`config.mk`:
```
export PLATFORM = sky130hd
export DESIGN_NAME = div_32
export DESIGN_NICKNAME = d
export VERILOG_FILES = /design/src/rtl/div_pkg.sv /design/src/rtl/div_step.sv /design/src/rtl/div_32.sv
export SDC_FILE = /design/constraint.sdc
export NUM_CORES = 1
export LEC_CHECK = 0
export CORE_MARGIN = 3
export CORE_UTILIZATION = 46
export DETAILED_ROUTE_END_ITERATION = 10
export GPL_TIMING_DRIVEN = 0
export PLACE_DENSITY = 0.71
export SYNTH_ARGS = -nofsm -noshare
export SYNTH_HDL_FRONTEND = slang
export SYNTH_SLANG_ARGS = --single-unit
```
`constraint.sdc`:
```
create_clock -name clk -period 4 [get_ports clk]
set_input_delay 1.2 -clock clk [delete_from_list [all_inputs] [get_ports clk]]
set_output_delay 1.2 -clock clk [all_outputs]
set_load 0.02 [all_outputs]
```
`src/rtl/div_pkg.sv`:
```
// -----------------------------------------------------------------------------
// div_pkg
//   Shared definitions for the sequential restoring divider (div_32) and its
//   combinational iteration stage (div_step).
//
//   Contents:
//     N_DEFAULT     default operand width (divisor / quotient / remainder)
//     CNT_W_DEFAULT iteration counter width able to hold N_DEFAULT
//     state_e       ASM controller states
// -----------------------------------------------------------------------------
package div_pkg;

    localparam int unsigned N_DEFAULT     = 16;
    localparam int unsigned CNT_W_DEFAULT = $clog2(N_DEFAULT + 1);

    typedef enum logic [1:0] {
        IDLE  = 2'd0,
        CHECK = 2'd1,
        ITER  = 2'd2,
        DONE  = 2'd3
    } state_e;

endpackage : div_pkg

```
`src/rtl/div_step.sv`:
```
// -----------------------------------------------------------------------------
// div_step
//   One combinational restoring-division iteration.
//
//   Ports:
//     r_i  [N-1:0]  current partial remainder (must be < d_i)
//     q_i  [N-1:0]  current dividend-low / quotient shift register
//     d_i  [N-1:0]  divisor
//     r_o  [N-1:0]  next partial remainder
//     q_o  [N-1:0]  next shift register, new quotient bit in the LSB
// -----------------------------------------------------------------------------
module div_step
    import div_pkg::*;
#(
    parameter int unsigned N = N_DEFAULT
) (
    input  logic [N-1:0] r_i,
    input  logic [N-1:0] q_i,
    input  logic [N-1:0] d_i,
    output logic [N-1:0] r_o,
    output logic [N-1:0] q_o
);

    // The bit shifted out of R is kept as the MSB of the trial value so that
    // divisors >= 2^(N-1) still compare correctly.
    logic [N:0] trial;
    logic [N:0] diff;

    always_comb begin
        trial = {r_i, q_i[N-1]};
        diff  = trial - {1'b0, d_i};
        if (!diff[N]) begin
            r_o = diff[N-1:0];
            q_o = {q_i[N-2:0], 1'b1};
        end else begin
            r_o = trial[N-1:0];
            q_o = {q_i[N-2:0], 1'b0};
        end
    end

endmodule : div_step

```
`src/rtl/div_32.sv`:
```
// -----------------------------------------------------------------------------
// div_32
//   Sequential unsigned restoring divider: 2N-bit dividend / N-bit divisor,
//   one quotient bit per clock, init/done handshake shared with the
//   shift-add multiplier core.
//
//   Ports:
//     clk        system clock, rising edge
//     rst        synchronous active-low reset
//     init       start request, only honoured in IDLE
//     dividend   [2N-1:0] numerator, captured on the accept edge
//     divisor    [N-1:0]  denominator, captured on the accept edge
//     quotient   [N-1:0]  registered quotient (all ones on error)
//     remainder  [N-1:0]  registered remainder (zero on error)
//     busy       high whenever the controller is not in IDLE
//     done       one-cycle pulse, results valid
//     err        divide-by-zero or quotient overflow; held until next accept
// -----------------------------------------------------------------------------
module div_32
    import div_pkg::*;
#(
    parameter int unsigned N = N_DEFAULT
) (
    input  logic           clk,
    input  logic           rst,
    input  logic           init,
    input  logic [2*N-1:0] dividend,
    input  logic [N-1:0]   divisor,
    output logic [N-1:0]   quotient,
    output logic [N-1:0]   remainder,
    output logic           busy,
    output logic           done,
    output logic           err
);

    localparam int unsigned CW = $clog2(N + 1);

    state_e         state_q, state_d;
    logic [N-1:0]   r_q, r_d;
    logic [N-1:0]   q_q, q_d;
    logic [N-1:0]   d_q, d_d;
    logic [CW-1:0]  cnt_q, cnt_d;
    logic [N-1:0]   quo_q, quo_d;
    logic [N-1:0]   rem_q, rem_d;
    logic           err_q, err_d;

    logic [N-1:0]   step_r;
    logic [N-1:0]   step_q;

    div_step #(
        .N (N)
    ) u_step (
        .r_i (r_q),
        .q_i (q_q),
        .d_i (d_q),
        .r_o (step_r),
        .q_o (step_q)
    );

    always_ff @(posedge clk) begin
        if (!rst) begin
            state_q <= IDLE;
            r_q     <= '0;
            q_q     <= '0;
            d_q     <= '0;
            cnt_q   <= '0;
            quo_q   <= '0;
            rem_q   <= '0;
            err_q   <= 1'b0;
        end else begin
            state_q <= state_d;
            r_q     <= r_d;
            q_q     <= q_d;
            d_q     <= d_d;
            cnt_q   <= cnt_d;
            quo_q   <= quo_d;
            rem_q   <= rem_d;
            err_q   <= err_d;
        end
    end

    always_comb begin
        state_d = state_q;
        r_d     = r_q;
        q_d     = q_q;
        d_d     = d_q;
        cnt_d   = cnt_q;
        quo_d   = quo_q;
        rem_d   = rem_q;
        err_d   = err_q;

        unique case (state_q)
            IDLE: begin
                if (init) begin
                    r_d     = dividend[2*N-1:N];
                    q_d     = dividend[N-1:0];
                    d_d     = divisor;
                    cnt_d   = CW'(N);
                    err_d   = 1'b0;
                    state_d = CHECK;
                end
            end

            CHECK: begin
                // A high half >= divisor means the quotient needs more than
                // N bits; divisor == 0 is caught by the same compare but is
                // kept explicit for readability.
                if ((d_q == '0) || (r_q >= d_q)) begin
                    err_d   = 1'b1;
                    quo_d   = '1;
                    rem_d   = '0;
                    state_d = DONE;
                end else begin
                    state_d = ITER;
                end
            end

            ITER: begin
                r_d   = step_r;
                q_d   = step_q;
                cnt_d = cnt_q - CW'(1);
                if (cnt_q == CW'(1)) begin
                    quo_d   = step_q;
                    rem_d   = step_r;
                    state_d = DONE;
                end
            end

            DONE: begin
                state_d = IDLE;
            end

            default: begin
                state_d = IDLE;
            end
        endcase
    end

    assign quotient  = quo_q;
    assign remainder = rem_q;
    assign err       = err_q;
    assign busy      = (state_q != IDLE);
    assign done      = (state_q == DONE);

endmodule : div_32

```
==> metrics.md, run 1 <==
| Metric | Value |
|---|---|
| Initial Utilization | 0.484 |
| CP Capture Type | flip-flop |
| Main flop type after synthesis | dfxtp_1 |
| Via count | 4,732 |
| Max cap viols | 0 |
| Die Area | around 12,000 um^2 |
| Placed wire-length estimate | 11.3 mm |
| Drt pass-1 iters | 4 |
| DP Worst Slack | 512 ps |
| Largest net degree at the start of global routing | 17 |
| Met2 Usage GRT | 0.367 |
| Psw | 2.36 mW |
| VDD IR max | 433 uV |
| Startpoint types | flip-flop |
| Fin Clk Skew | 11.9 ps |
| Hold_ws | 463 ps |
| Yosys cell types | 60 |
| Mapped Area | 5130 um^2 |
| IO buf count | 84 |
| P&R area growth vs syn | 23.8% |
| FMAX | roughly 300 MHz |
| Status | complete, no violations |
| Clock tree root buffer cell | clkbuf_8 |
| GR met3 Demand/Resource | 0.0462 |
| Avg Cell Area, Syn | 8.43 um^2 |
| Ports | 86 |
| Final #Nets | 795 |
| Initial antenna violation count | 0 |
| Die width | 112 um |
| Vias per cell | 5.60 |
| Critical Path Fanout Max | 10 |
| Met1 GRT Util | 0.312 |
| Vias in the first global route | 4,757 |
| Final global-route overflow total | 0 |
| Avg WL per Cell | between 15 and 20 um |
| Post-synth EDFFs | 0 |
| Max-slew headroom | 0.429 |
| Clock sinks | 88 |
| Logic pwr share | 0.615 |
| Post-route DRC | 0 |
| Fin worst setup slack | 624 ps |
| Internal power | between 2 and 3 mW |
| Final wirelength | ~14 mm |
| Async set-reset flop share out of synthesis | 0 |
| Power Dens Cells | slightly above 800 nW/um^2 |
| Worst Path Required | 4280 ps |
| Sequential power share | 0.259 |
| Gp weighted congestion | 0.892 |
| Final hold vios | 0 |
| Total core area | 10,600 um^2 |
| Cell row count | 37 |
| GR peak layer | met2 |
| Critical path arrival | 3660 ps |
| Share of cells above drive strength 1 | 0.0508 |
| Critical path class | reg -> reg |
| TritonCTS clock tree | built |
| Deepest clock path buffer count | 2 |
| Hold buffers post-CTS | 0 |
| Clock Pin Slew Worst Setup and Hold Paths | about 90 ps |
| Initial DRC count | 313 |
| Clock share of power | 0.126 |
| Max H-tree Level | 3 |
| CTS Buf Count | 9 |
| Sw Ratio | 0.458 |
| Period utilisation layout | 0.844 |
| Fin. max-slew vios | 0 |
| Setup tns final | 0 ps |
| Hold Crit Class | reg -> reg |
| Post-synth net total | 700 |
| Number of standard cells after synthesis | 609 |
| First-pass GRT wire length | 23.6 mm |
| RSZ-0062 raised after global routing | no |
| Global Route Usage Sum | 0.229 |
| # Post-CTS Setup Buffers | 0 |
| Final setup fails | 0 |
| Yosys Warn Count | 0 |
| Vert. Die Dim | ~110 um |
| # resized after CTS | 0 |
| Post-route ant nets | 0 |
| Final Critical Period | ~3400 ps |
| Diodes inserted | 0 |
| Seq/Total Area, Yosys | 0.343 |
| Leak | 2.53 nW |
| Worst-skew pair later-pin latency | 360 ps |
| Actual slew at the worst max-slew pin | 850 ps |
| Yosys reg bits | 88 |
[critical path, stage by stage (launching register included)]
cell and delay, ps:
dfxtp_1 450, inv_1 70, ha_1 280, nand2b_1 140
a211o_1 300, a21oi_1 160, o21ai_0 110, a311oi_1 750
a211o_1 280, buf_2 230, buf_2 290, nand2_1 80
a21boi_0 160
[kinds of logic after synthesis]
| family | Yosys count | share of synthesized area |
|---|---|---|
| AO/OA/AOI/OAI | 186 | 0.254 |
| multiplexers | 30 | 0.0626 |
| buffers and inverters | 64 | 0.0492 |
| AND/OR/NAND/NOR | 187 | 0.168 |
| adder cells (fa/ha/maj) | 40 | 0.0990 |
| XOR/XNOR | 14 | 0.0239 |
| flip-flops | 88 | 0.343 |
[worst paths after layout]
path | start | to | slack (ps) | cells past startpoint
min | remainder[13] | remainder[13] | 460 | 2
min reg2reg | remainder[13] | remainder[13] | 460 | 2
max | r_q[0] | remainder[2] | 620 | 12
max reg2reg | r_q[0] | remainder[2] | 620 | 12
[layout by cell type (no fill, tap or decap), types with 4 or more instances in the layout]
| master | count |
|---|---|
| nor3_1 | 5 |
| xor2_1 | 6 |
| o221ai_1 | 4 |
| a21oi_1 | 20 |
| a21boi_1 | 6 |
| clkdlybuf4s50_1 | 84 |
| nand3_1 | 11 |
| a211oi_1 | 5 |
| a21o_1 | 6 |
| clkbuf_1 | 25 |
| xnor2_1 | 8 |
| nor3b_1 | 4 |
| a21boi_0 | 44 |
| a211o_1 | 4 |
| nor4_1 | 5 |
| ha_1 | 39 |
| nand2b_1 | 8 |
| clkbuf_8 | 10 |
| dfxtp_1 | 88 |
| buf_2 | 4 |
| a31oi_1 | 9 |
| inv_1 | 33 |
| and2_1 | 5 |
| nand2_1 | 93 |
| a31o_2 | 4 |
| o21ai_0 | 42 |
| or3_1 | 12 |
| nor2_1 | 31 |
| mux2i_1 | 25 |
| o211a_1 | 15 |
| a22oi_1 | 4 |
[state kept, by name (all words and copies together) (netlist names)]
signal	flops
state_q	2
cnt_q	5
q_q	16
r_q	16
d_q	16
remainder	16
err	1
quotient	16
[per-layer routing]
metal	vias up	share of wire
met4	0	0.024
li1	2359	-
met2	130	0.45
met3	23	0.055
met5	-	0
met1	2220	0.47
[stage by stage]
step	cells	util	instance area, um^2	power (mW)
finish	845	0.600	6360	5.16
global route	845	0.600	6360	5.60
CTS	845	0.600	6360	5.14
detailed placement	829	0.580	6140	4.48
global placement	829	0.580	6140	4.42
floorplan	609	-	5130	3.61
[power groups by stage]
| stage | sequential, mW | clock, mW | combinational (mW) |
|---|---|---|---|
| 3_3_place_gp | 1.35 | 0 | 3.07 |
| 2_1_floorplan | 1.37 | 0 | 2.25 |
| 5_1_grt | 1.37 | 0.707 | 3.52 |
| 3_5_place_dp | 1.36 | 0 | 3.13 |
| 6_report | 1.34 | 0.652 | 3.17 |
| 4_1_cts | 1.34 | 0.664 | 3.15 |
[synth_stat cells (all sizes together), types with 2 or more instances]
library cell	n	area, um^2
nand2b	8	50.1
or3	12	75.1
nor4	5	31.3
clkbuf	25	93.8
a21o	6	45.0
nor2	32	123
o211a	15	150
o22ai	3	18.8
a21oi	20	100
xnor2	8	70.1
dfxtp	88	1760
nand3	11	55.1
mux2i	26	273
nor2b	2	12.5
a31o	4	35.0
mux2	4	48.8
ha	39	488
a211o	4	35.0
nor3	5	25.0
nor3b	4	30.0
a211oi	5	37.5
inv	33	124
o221ai	4	35.0
and2	5	31.3
buf	6	35.0
a21boi	51	387
a22oi	4	30.0
o211ai	3	22.5
nand2	93	349
xor2	6	52.6
a221oi	2	23.8
and3	3	18.8
a311oi	3	26.3
a31oi	9	56.3
or2	2	15.0
o21a	3	22.5
o21ai	43	215
[area by class of cell]
type,instances,area (um^2)
Inverter,33,124
Sequential cell,88,1760
Clock buffer,10,138
Multi-Input combinational cell,457,3120
Clock inverter,6,73.8
Timing Repair Buffer,84,841
Fill cell,979,4250
Buffer,31,129
Tap cell,136,170
No activity file was read; power rests on OpenSTA's default activity.
==> inputs of run 2 (changes only) <==
clock period = 3.2 ns   (was 4 ns; I/O delays follow)
==> metrics.md, run 2 (synthesis gave the netlist of run 1 again) <==
| Metric | Value |
|---|---|
| Vias per cell | 5.64 (+0.72%) |
| Commonest non-fill, non-tap cell in the layout | nand2_1 |
| Final #Nets | 801 (+0.75%) |
| Share of cells above drive strength 1 | 0.0769 (+0.0261) |
| Vert. Die Dim | 112 um (unchanged) |
| Final wirelength | 14.5 mm (+2.0%) |
| Clock sinks | 88 (unchanged) |
| Fin. max-slew vios | 0 (unchanged) |
| Final instance area | 6490 um^2 (+2.2%) |
| Deepest clock path buffer count | 2 (unchanged) |
| Sequential power share | 0.244 (-0.015) |
| Total core area | 10,600 um^2 (unchanged) |
| Placed wire-length estimate | 11.3 mm (unchanged) |
| Reg2Reg Depth | 13 (+1) |
| Finished Core Util | 0.613 (+0.0130) |
| Actual slew at the worst max-slew pin | 794 ps (-56.9 ps) |
| Clock tree root buffer cell | clkbuf_8 |
| Diodes inserted | 0 (unchanged) |
| CTS Buf Count | 9 (unchanged) |
| Critical R2R Launch | q_q[15] |
| Critical path class | reg -> reg |
| IO buf count | 84 (unchanged) |
| Fin worst setup slack | 55.8 ps (-568 ps) |
| Worst Path Required | 3500 ps (-780 ps) |
| Status | complete, no violations |
| Largest net degree at the start of global routing | 17 (unchanged) |
| Period utilisation layout | 0.983 (+0.138) |
| Sw Ratio | 0.450 (-0.00759) |
| Startpoint types | flip-flop |
| Logic pwr share | 0.638 (+0.023) |
| Drt pass-1 iters | 5 (+1) |
| Max H-tree Level | 3 (unchanged) |
| Final global-route overflow total | 0 (unchanged) |
| Hold Crit Depth | 2 (unchanged) |
| Worst-skew pair later-pin latency | 360 ps (about the same) |
| Final Critical Period | 3140 ps (-232 ps) |
| Reg2Reg Setup Slack | 60 ps (-570 ps) |
| Die width | 112 um (unchanged) |
| Hold Path Origin | quotient[12] |
| Avg WL per Cell | 17.0 um (+1.3%) |
| VDD IR max | 701 uV (+62%) |
| Vias in the first global route | 4,759 (+0.042%) |
| P&R area growth vs syn | 26.5% |
| Hold Crit Class | reg -> reg |
| Fin Clk Skew | 11.7 ps (-0.157 ps) |
| Final non-filler cell total | 851 (+0.71%) |
| Post-route DRC | 0 (unchanged) |
| Initial antenna violation count | 0 (unchanged) |
| Critical path arrival | 3440 ps (-220 ps) |
| Die Area | 12,500 um^2 (unchanged) |
| Cell row count | 37 (unchanged) |
| Initial Utilization | 0.484 (unchanged) |
| Power Dens Cells | 1060 nW/um^2 (+31%) |
| Post-layout power | 6.90 mW (+34%) |
| Reg-to-reg endpoint | remainder[3] |
| Final hold vios | 0 (unchanged) |
| DP Worst Slack | -119 ps (-631 ps) |
| Gp weighted congestion | 0.892 (unchanged) |
| Leak | 2.57 nW (+1.8%) |
| TritonCTS clock tree | built |
| CP Capture Type | flip-flop |
| Dpl cell area | 6140 um^2 (unchanged) |
| Setup tns final | 0 ps (unchanged) |
| Ports | 86 (unchanged) |
| Hold_ws | 463 ps (-0.0290 ps) |
| Psw | 3.11 mW (+31%) |
| Post-route ant nets | 0 (unchanged) |
| Initial DRC count | 280 (-11%) |
| Max-slew headroom | 0.469 (+0.0398) |
| Clock Pin Slew Worst Setup and Hold Paths | 90 ps (about the same) |
| Max cap viols | 0 (unchanged) |
| Critical Path Fanout Max | 5 (-5) |
| Internal power | 3.80 mW (+36%) |
| Dpl cells | 829 (unchanged) |
| First-pass GRT wire length | 23.6 mm (about the same) |
| Clock share of power | 0.118 (-0.008) |
| Hold Path Sink | quotient[12] |
| Global Route Usage Sum | 0.230 (about the same) |
| Most frequent cells in the layout | 93 x nand2_1, 85 x dfxtp_1, 84 x clkdlybuf4s50_1 |
| Final setup fails | 0 (unchanged) |
| Via count | 4,800 (+1.4%) |
| FMAX | 318 MHz (+7.4%) |
## run 2: changes by cell type in the layout (fill, tap and decap cells not counted), sizes merged
cell,previous run,this run
buf,6,10
clkbuf,35,37
## run 2: worst max path at each step
stage | start | endpoint | slack (ps)
after detailed placement | r_q[0] | quotient[15] | -120
after global placement | r_q[0] | remainder[4] | -90
after global routing | q_q[15] | remainder[3] | -20
after CTS | d_q[0] | remainder[10] | 20
final | q_q[15] | remainder[3] | 60
after floorplan | d_q[0] | remainder[15] | 380
## run 2: final cells by class
class / instances / area, um^2
sequential: 88 / 1770
timing repair buffer: 90 / 903
fill: 969 / 4110
multi-input combinational: 457 / 3180
clock inverter: 6 / 73.8
tap: 136 / 170
buffer: 31 / 140
inverter: 33 / 124
clock buffer: 10 / 138
## run 2: power by group through the flow
stage | Clock, mW | Combinational [mW] | Sequential (mW)
3_3_place_gp | 0 | 3.84 | 1.68
5_1_grt | 0.884 | 4.84 | 1.72
2_1_floorplan | 0 | 2.81 | 1.71
3_5_place_dp | 0 | 3.91 | 1.69
4_1_cts | 0.830 | 3.95 | 1.67
6_report | 0.817 | 4.40 | 1.68
## run 2: layer usage
metal | part of all wire | wire (um) | vias up | global-route usage
li1 | - | - | 2370 | -
met1 | 0.45 | 6590 | 2244 | 0.311
met2 | 0.45 | 6490 | 167 | 0.369
met3 | 0.075 | 1080 | 19 | 0.0462
met4 | 0.022 | 321 | 0 | 0.0714
met5 | 0 | 0 | - | 0
## run 2: repair_timing
action,in CTS,in global routing
pin swaps,0,9
gates cloned,0,1
hold buffers,0,0
resized for setup,1,20
setup endpoints to repair,31,36
setup buffers,0,5
## run 2: critical path: stages, from the launching register on
cell and delay, ps:
dfxtp_2 350, inv_2 70, ha_4 130, inv_2 40
fa_2 390, a21o_1 230, a221oi_2 290, and4b_4 260
mux2i_4 210, or2_4 300, buf_12 160, mux2i_2 150
or3_1 370, a21boi_1 120
==> inputs of run 3 (changes only) <==
HOLD_SLACK_MARGIN = 0.06   (was unset)
PLACE_DENSITY = unset   (was 0.71)
PLACE_DENSITY_LB_ADDON = 0.15   (was unset)
clock period = 3.69 ns   (was 3.2 ns; I/O delays follow)
==> metrics.md, run 3 (synthesis gave the netlist of run 1 again) <==
| Metric | Value |
|---|---|
| Max cap viols | 0 (unchanged) |
| Clock sinks | 88 (unchanged) |
| Finished Core Util | 0.596 (-0.0165) |
| # Post-CTS Setup Buffers | 0 (unchanged) |
| Via count | 4,779 (-0.44%) |
| Clock Pin Slew Worst Setup and Hold Paths | 90 ps (about the same) |
| Die Area | 12,500 um^2 (unchanged) |
| Final wirelength | 14.5 mm (+0.15%) |
| Post-route ant nets | 0 (unchanged) |
| TritonCTS clock tree | built |
| Worst Path Required | 3990 ps (+490 ps) |
| Commonest non-fill, non-tap cell in the layout | nand2_1 |
| Critical path arrival | 3610 ps (+170 ps) |
| Post-layout power | 5.54 mW (-20%) |
| Most used cell, CP | o21ai_0 |
| Final instance area | 6320 um^2 (-2.7%) |
| Hold Crit Depth | 2 (unchanged) |
| VDD IR max | 605 uV (-14%) |
| Worst-skew pair later-pin latency | 370 ps (about the same) |
| Leak | 2.51 nW (-2.6%) |
| CP Capture Type | flip-flop |
| Final hold vios | 0 (unchanged) |
| Vias per cell | 5.66 (+0.39%) |
| Die width | 112 um (unchanged) |
| Cell chain of the critical path | inv_1 -> ha_1 -> nand2b_1 -> a211o_1 -> a21oi_1 -> o21ai_0 -> a311oi_2 -> a211oi_1 -> clkbuf_1 -> o21ai_0 -> a21boi_0 |
| IO buf count | 84 (unchanged) |
| Initial DRC count | 313 (+12%) |
| Post-route DRC | 0 (unchanged) |
| Cell row count | 37 (unchanged) |
| Vias in the first global route | 4,739 (-0.42%) |
| Diodes inserted | 0 (unchanged) |
| Largest net degree at the start of global routing | 16 (-1) |
| Critical Path Fanout Max | 10 (+5) |
| Initial antenna violation count | 0 (unchanged) |
| Hold buffers post-CTS | 0 (unchanged) |
| Global Route Usage Sum | 0.231 (+0.00120) |
| P&R area growth vs syn | 23.1% |
| Avg WL per Cell | 17.2 um (+0.98%) |
| Fin. max-slew vios | 0 (unchanged) |
| Status | complete, no violations |
| Placed wire-length estimate | 11.2 mm (-0.10%) |
| # resized after CTS | 0 (-1) |
| Final global-route overflow total | 0 (unchanged) |
| Fin worst setup slack | 384 ps (+328 ps) |
| Reg2Reg Depth | 11 (-2) |
| Actual slew at the worst max-slew pin | 936 ps (+143 ps) |
| Total core area | 10,600 um^2 (unchanged) |
| Fin Clk Skew | 15.4 ps (+3.67 ps) |
| Max H-tree Level | 3 (unchanged) |
| Gp weighted congestion | 0.909 (+1.9%) |
| Power Dens Cells | 877 nW/um^2 (-17%) |
| CTS Buf Count | 9 (unchanged) |
| Setup tns final | 0 ps (unchanged) |
| DP Worst Slack | 195 ps (+313 ps) |
| Slowest cell on crit path | a211oi_1 |
| Deepest clock path buffer count | 2 (unchanged) |
| Drt pass-1 iters | 5 (unchanged) |
| Max-slew headroom | 0.372 (-0.0969) |
| Dpl cell area | 6140 um^2 (unchanged) |
| Hold Crit Class | reg -> reg |
| Share of cells above drive strength 1 | 0.0508 (-0.0261) |
| Clock tree root buffer cell | clkbuf_8 |
| Final Critical Period | 3310 ps (+162 ps) |
| First-pass GRT wire length | 23.6 mm (about the same) |
| Critical path class | reg -> reg |
| Vert. Die Dim | 112 um (unchanged) |
| RSZ-0062 raised after global routing | no |
| Final setup fails | 0 (unchanged) |
| Most frequent cells in the layout | 93 x nand2_1, 88 x dfxtp_1, 84 x clkdlybuf4s50_1 |
| Startpoint types | flip-flop |
| FMAX | 302 MHz (-4.9%) |
| Ports | 86 (unchanged) |
| Final #Nets | 795 (-0.75%) |
| CP peak stage delay | 840 ps (+450 ps) |
| # fillers | 955 (-1.4%) |
| Initial Utilization | 0.484 (unchanged) |
| Period utilisation layout | 0.896 (-0.0865) |
## run 3: changes by cell type in the layout (fill, tap and decap cells not counted), sizes merged
cell | before | now
buf | 10 | 6
clkinvlp | 0 | 1
bufinv | 1 | 0
clkbuf | 37 | 34
## run 3: cell type report
cell class	instances	area, um^2	share of cell area
repair buffers	84	841	0.133
well taps	136	170	0.0269
plain buffers	31	129	0.0204
flip-flops and latches	88	1760	0.279
clock buffers	9	124	0.0196
inverters	33	124	0.0196
multi-input cells	457	3130	0.495
clock inverters	6	43.8	0.00693
## run 3: layer usage
metal,GRT usage,wire length [um]
met1,0.310,6710
met5,0,0
met2,0.370,6610
met4,0.0697,292
met3,0.0533,890
## run 3: worst max-delay path: cells and delay by family, from the launching register on
kind / cells / cell delay (ps)
AO/OA/AOI/OAI: 7 / 1900
adder cells (fa/ha/maj): 1 / 270
AND/OR/NAND/NOR: 1 / 100
buffers and inverters: 2 / 500
flip-flops: 1 / 440
## run 3: final timing paths
check | from | end | slack [ps]
max | r_q[0] | quotient[12] | 380
min | remainder[13] | remainder[13] | 460
max reg2reg | r_q[0] | quotient[12] | 380
min reg2reg | remainder[13] | remainder[13] | 460
## run 3: power breakdown
group | internal, mW | switching (mW) | total, mW
registers | 1.21 | 0.241 | 1.45
logic | 1.49 | 1.98 | 3.48
clock network | 0.245 | 0.370 | 0.615
total | 2.95 | 2.60 | 5.54
## run 3: metrics by stage
| stage | hold slack, ps | cells |
|---|---|---|
| final | 459 | 844 |
| after global routing | 487 | 844 |
| after CTS | 463 | 844 |
| after detailed placement | 447 | 829 |
| after global placement | 441 | 829 |
| after floorplan | 454 | 609 |
